### src/rtl/hazard_seq_ctrl.sv
// hazard_seq_ctrl: pipeline hazard sequencer for a 5-stage core.
// Resolves taken-branch flushes, load-use bubbles and multi-cycle multiply
// stalls from the instructions currently in ID and EX.
//
// Ports:
//   clk, rst         clock, synchronous active-high reset
//   rs1_d, rs2_d     source registers of the instruction in ID
//   rd_e             destination register of the instruction in EX
//   mem_read_e       instruction in EX is a load
//   branch_taken_e   taken branch/jump resolved in EX
//   mul_start_e      one-cycle pulse: multiply entered EX
//   stall_f/d/e      hold PC, IF/ID, ID/EX
//   flush_d/e        clear IF/ID, clear ID/EX (bubble)
//   mul_busy         multiply wait sequence in progress
//   stall_cnt        stall cycle counter     (HAZARD_PERF_CNT_EN only)
//   flush_cnt        branch flush counter    (HAZARD_PERF_CNT_EN only)
//
// Parameters: MUL_LAT (2..15) multiplier latency, CNT_W counter width.
// Optional feature: define HAZARD_PERF_CNT_EN to build the perf counters.
// All control outputs are combinational from state and inputs.

module hazard_seq_ctrl #(
    parameter int unsigned MUL_LAT = 4,
    parameter int unsigned CNT_W   = 32
) (
    input  logic       clk,
    input  logic       rst,
    input  logic [4:0] rs1_d,
    input  logic [4:0] rs2_d,
    input  logic [4:0] rd_e,
    input  logic       mem_read_e,
    input  logic       branch_taken_e,
    input  logic       mul_start_e,
    output logic       stall_f,
    output logic       stall_d,
    output logic       stall_e,
    output logic       flush_d,
    output logic       flush_e,
    output logic       mul_busy
`ifdef HAZARD_PERF_CNT_EN
    ,
    output logic [CNT_W-1:0] stall_cnt,
    output logic [CNT_W-1:0] flush_cnt
`endif
);

    localparam int unsigned MCNT_W = 4;
    // The start cycle is itself one stall cycle, so MUL_WAIT lasts MUL_LAT-2.
    localparam logic [MCNT_W-1:0] MCNT_LOAD = MCNT_W'(MUL_LAT - 2);

    typedef enum logic {
        RUN      = 1'b0,
        MUL_WAIT = 1'b1
    } state_t;

    state_t            state, state_nxt;
    logic [MCNT_W-1:0] mcnt, mcnt_nxt;
    logic              lu;

    // Load-use hazard: a load in EX writes a register read by ID.
    assign lu = mem_read_e && (rd_e != 5'd0) && ((rd_e == rs1_d) || (rd_e == rs2_d));

    // State and wait counter register.
    always_ff @(posedge clk) begin
        if (rst) begin
            state <= RUN;
            mcnt  <= '0;
        end else begin
            state <= state_nxt;
            mcnt  <= mcnt_nxt;
        end
    end

    // Next state and control outputs.
    always_comb begin
        state_nxt = state;
        mcnt_nxt  = mcnt;
        stall_f   = 1'b0;
        stall_d   = 1'b0;
        stall_e   = 1'b0;
        flush_d   = 1'b0;
        flush_e   = 1'b0;
        mul_busy  = 1'b0;

        case (state)
            RUN: begin
                if (branch_taken_e) begin
                    flush_d = 1'b1;
                    flush_e = 1'b1;
                end else if (mul_start_e) begin
                    stall_f  = 1'b1;
                    stall_d  = 1'b1;
                    stall_e  = 1'b1;
                    mul_busy = 1'b1;
                    mcnt_nxt = MCNT_LOAD;
                    // With MUL_LAT=2 the start cycle alone covers the latency.
                    state_nxt = (MCNT_LOAD == '0) ? RUN : MUL_WAIT;
                end else if (lu) begin
                    stall_f = 1'b1;
                    stall_d = 1'b1;
                    flush_e = 1'b1;
                end
            end
            MUL_WAIT: begin
                stall_f  = 1'b1;
                stall_d  = 1'b1;
                stall_e  = 1'b1;
                mul_busy = 1'b1;
                // mcnt counts the MUL_WAIT cycles left including this one;
                // it reaches 0 on the way back to RUN.
                mcnt_nxt = mcnt - MCNT_W'(1);
                if (mcnt <= MCNT_W'(1)) begin
                    mcnt_nxt  = '0;
                    state_nxt = RUN;
                end
            end
            default: begin
                state_nxt = RUN;
                mcnt_nxt  = '0;
            end
        endcase

        // Reset masks every control output regardless of inputs.
        if (rst) begin
            stall_f  = 1'b0;
            stall_d  = 1'b0;
            stall_e  = 1'b0;
            flush_d  = 1'b0;
            flush_e  = 1'b0;
            mul_busy = 1'b0;
        end
    end

`ifdef HAZARD_PERF_CNT_EN
    // Performance counters, wrapping modulo 2^CNT_W.
    always_ff @(posedge clk) begin
        if (rst) begin
            stall_cnt <= '0;
            flush_cnt <= '0;
        end else begin
            stall_cnt <= stall_cnt + CNT_W'(stall_f);
            flush_cnt <= flush_cnt + CNT_W'(flush_d);
        end
    end
`else
    // Counters not built.
`endif

endmodule

### config.mk
export PLATFORM = sky130hd
export DESIGN_NAME = hazard_seq_ctrl
export DESIGN_NICKNAME = d
export VERILOG_FILES = /design/src/rtl/hazard_seq_ctrl.sv
export SDC_FILE = /design/constraint.sdc
export NUM_CORES = 1
export LEC_CHECK = 0
export BUFFER_PORTS_ARGS = -buffer_cell sky130_fd_sc_hd__buf_2
export CORE_AREA = 3 3 40 42
export DETAILED_ROUTE_END_ITERATION = 6
export DIE_AREA = 0 0 43 45
export GPL_TIMING_DRIVEN = 1
export PLACE_DENSITY = 0.64
export SLEW_MARGIN = 20
export SYNTH_ARGS = -nofsm -noshare
export SYNTH_HDL_FRONTEND = slang
export SYNTH_SLANG_ARGS = --single-unit
### constraint.sdc
create_clock -name clk -period 4 [get_ports clk]
set_input_delay 0 -clock clk [delete_from_list [all_inputs] [get_ports clk]]
set_output_delay 0 -clock clk [all_outputs]
set_load 0.05 [all_outputs]
; Yosys cells after proc, flatten, opt, wreduce, memory -nomap -nowiden
; Index checks and enable logic that the tools add are counted.
[word_totals]
output_inout_bits = 6
register_bits = 5
elab_cells = 36
input_bits = 20
[op_classes]
bitwise = 1
reduce_logical = 5
add_sub_neg = 1
n_lt_le_gt_ge = 1
n_eq_ne = 4
mux = 22
[ops]
columns = op, n
row1 = $mux W1, 15
row2 = $mux W4, 3
row3 = $eq A5 B5 Y1, 2
row4 = $pmux W4 S2, 1
row5 = $pmux W1 S2, 3
row6 = $reduce_bool A5 Y1, 1
row7 = $le A4 B1 Y1 const B, 1
row8 = $ne A2 B2 Y1 const B, 2
row9 = $sub A4 B1 Y4 const B, 1
row10 = $logic_and A1 B1 Y1, 2
row11 = $reduce_and A2 Y1, 1
row12 = $logic_or A1 B1 Y1, 1
row13 = $not A1 Y1, 1

; Longest topological paths before layout
[logic_depth]
ltp_word = 8
mapped_depth = 6
depth_no_buf = 6

; Least setup slack after synthesis
; Ideal clock, no wire load.
[synth_path]
kind = reg-to-output
from = reg state
to = out flush_e
stages_incl_launch_ff = 3
t_arrival_ns = 2.139
slack_ns = 1.861
path_cell_list = dfxtp_1 nor3b_1 o21bai_1
[synth_via]
elab_chain_len = 2
[synth_lines]
columns = element, line_no
row1 = from (decl), 56  ; state_t state, state_nxt;
row2 = from (signal assigned), 69  ; state <= state_nxt;
row3 = $mux W1, 85  ; case (state)
row4 = $mux W1, 124  ; if (rst) begin
row5 = to (decl), 38  ; output logic flush_e,
; No other way between the ends.

; Worst setup path after layout
; Ends and elaborated chain as after synthesis.

==> results by group <==
Cells and area
  – Ant diodes: 0
  – Nets: ~110
  – Fin area: 603 um^2
  – Layout cell share with drive strength beyond 1: 34.5%
  – Area Growth Syn to Fin: 33.5%

Clocking
  – H-tree Lvls: 1
  – CTS buffer count: 3
  – Clock Tree Root: clkbuf_4
  – Hold buffer count at cts: 0
  – Setup Buffers After CTS: 0
  – PostCTS Resize Cnt: 0
  – # clock sinks: 5
  – Clk_lat worst skew: between 0.2 and 0.25 ns
  – CTS tree: done
  – Max clock buf depth: 2
  – Clock-pin slew on the worst setup and hold paths: 0.04 ns

Pwr
  – Pwr/cell area: 274 nW/um^2
  – Worst vdd ir: 0.0886 mV
  – LEAKAGE: 0.297 nW

STA
  – F_max: 684 MHz
  – RSZ-0062 raised after global routing: false
  – Post-route setup TNS: 0 ns
  – Worst slew pin tran: 0.470 ns
  – Endpoints failing hold: 0
  – Pins Over Slew Limit: 0
  – Final Skew: 0.00182 ns
  – Worst rel slew slack: 68.4%
  – Final setup fails: 0
  – Final worst slack: 2.54 ns
  – Tmin final: 1.46 ns
  – Crit share post-route: a little over a third

Yosys
  – Post-Syn Area: 452 um^2
  – Post-synth cell types: 25
  – Synth warnings: 0
  – Synth Net Count: 80
  – Syn Inst Count: 58
  – Syn avg cell area: 7.79 um^2
  – FF+latch count, synth: 5
  – Seq/Total Area, Yosys: 22.2%

Global routing
  – Initial antenna violation count: 0
  – Largest net degree at the start of global routing: 11
  – First-pass GRT wire length: 1500 um
  – Number of global-route vias before repair: 416
  – Grt total ovfl: 0
  – M3 GR Usage: 0.797%
  – All-layer global routing usage: 10.2%
  – Most Used Layer, Global Route: met2
  – Met2 GRT Util: between 20% and 30%
  – Met1 usage: 10.1%

Route
  – First DRT Iteration DRCs: 4
  – Via Count: 471
  – Via-to-Cell Ratio: 4.76
  – Post-route DRC: 0
  – First-pass DRT Iterations: 4
  – WL/cell: 9.89 um
  – Total wire length: 979 um
  – Antenna viol nets, final: 0

Placement
  – Post-place setup slack: 2.56 ns
  – # port buffers: 25
  – DP HPWL: a little under 900 um
  – Area post-placement: 577 um^2
  – GPL Wtd Cong: 0.781

Die
  – Die Wd: 43 um
  – Initial Utilization: roughly a third
  – Rows: 13
  – DIE HEIGHT: around 45 um
  – # IOs: 26
  – Full die area: just under 2000 um^2
  – Core area: about 1300 um^2

Critical path
  – Reg-to-reg startpoint: mcnt[0]
  – WP data required: 4.00 ns
  – CP endpoint kind: primary output
  – Worst setup SP type: flip-flop
  – Reg2reg setup slack: 2.54 ns
  – Max FO, Critical Path: 8
  – R2r endpoint: mcnt[3]
  – FF-to-FF path depth: 6
  – CP max-delay cell: dfxtp_1
  – CP startpoint: state
  – Slowest cell delay on critical path: 0.36 ns
  – Worst Path Arrival: approximately 1.5 ns
  – Cell Chain, Critical Path: nor2_1 > nand4b_1 > o21bai_1 > buf_2
  – Worst Setup EP: flush_e
  – WS Path Type: reg2out

Hold path
  – Hold_sp: rst
  – Worst hold-check path type: in2reg

Outcome
  – Status: finished, final reports clean

Flow run
  – Max-cap viol count: 0
## routing by layer
layer  vias up  part of all wire (%)
met2        13                    57
met5         -                     0
met3         0                   6.7
met1       203                    36
met4         0                     0
li1        255                     -
## critical path: cells and delay by family (launching register included)
| kind | cells | cell delay (ns) |
|---|---|---|
| DFF | 1 | 0.36 |
| and+or+nand+nor | 2 | 0.47 |
| AOI/OAI and AO/OA | 1 | 0.13 |
| buffers and inverters | 1 | 0.27 |
## power breakdown
part           internal [W]  switching (W)
clock             0.0000375      0.0000182
combinational     0.0000220      0.0000336
sequential        0.0000519     0.00000196
total              0.000112      0.0000538
## state kept, by name (all words and copies together) (netlist names)
name / flops
state: 1
mcnt: 4
## metrics by stage
stage | power [W] | hold WS (ns) | instances | util (%)
floorplan | 0.0000933 | 0.206 | 58 | -
global placement | 0.000110 | 0.290 | 95 | 44.9
detailed placement | 0.000111 | 0.289 | 95 | 44.9
CTS | 0.000169 | 0.0348 | 99 | 46.9
global route | 0.000174 | 0.0562 | 99 | 46.9
finish | 0.000165 | 0.0466 | 99 | 46.9
## placed cells by master (no fill, tap or decap), types with 2 or more instances in the layout
cell type and instances:
buf_2 25, nor3_1 4, ha_1 2, nor2b_1 2
nand2b_1 2, nand4b_1 2, nor2_1 9, xor2_1 10
dfxtp_1 5, clkbuf_4 3, a21oi_1 3, inv_1 2
nand2_1 2
## cells in the mapped netlist, drive strengths merged
master | number | share of area (%)
xor2 | 10 | 19
nor2 | 9 | 7.5
dfxtp | 5 | 22
nor3 | 4 | 4.4
a21oi | 3 | 3.3
buf | 2 | 3.3
ha | 2 | 5.5
inv | 2 | 1.7
nand2 | 2 | 1.7
nand2b | 2 | 2.8
nand4b | 2 | 3.9
nor2b | 2 | 2.8
a22oi | 1 | 1.7
clkbuf | 1 | 0.83
nand3 | 1 | 1.1
nor3b | 1 | 1.7
o21a | 1 | 1.7
o21ai | 1 | 1.1
o21ba | 1 | 2.2
o21bai | 1 | 1.7
o22a | 1 | 1.9
o22ai | 1 | 1.4
o311a | 1 | 2.2
o31ai | 1 | 1.7
or3 | 1 | 2.5
## cell families (layout without fill, tap and decap cells)
group | count (synthesis) | count (layout) | share of synthesized area, %
adders and majority gates | 2 | 2 | 5.54
and+or+nand+nor | 24 | 24 | 28.3
AOI/OAI and AO/OA | 12 | 12 | 18.8
buffers and inverters | 5 | 31 | 5.82
xor gates and xnor gates | 10 | 10 | 19.4
DFF | 5 | 5 | 22.2
## how the worst min path moves through the flow
stage / end / cells past startpoint / slack (ns)
final: mcnt[1] / 2 / 0.05
after global routing: mcnt[0] / 2 / 0.06
after CTS: state / 2 / 0.03
after detailed placement: state / 2 / 0.29
after global placement: mcnt[1] / 2 / 0.29
after floorplan: state / 3 / 0.21
## final cells by class
class | count | area [um^2]
Fill cell | 145 | 682
Multi-Input combinational cell | 48 | 325
Timing Repair Buffer | 25 | 125
Sequential cell | 5 | 100
Clock buffer | 4 | 26.3
Tap cell | 15 | 18.8
Inverter | 2 | 7.51
(Power assumes the default switching activity.)
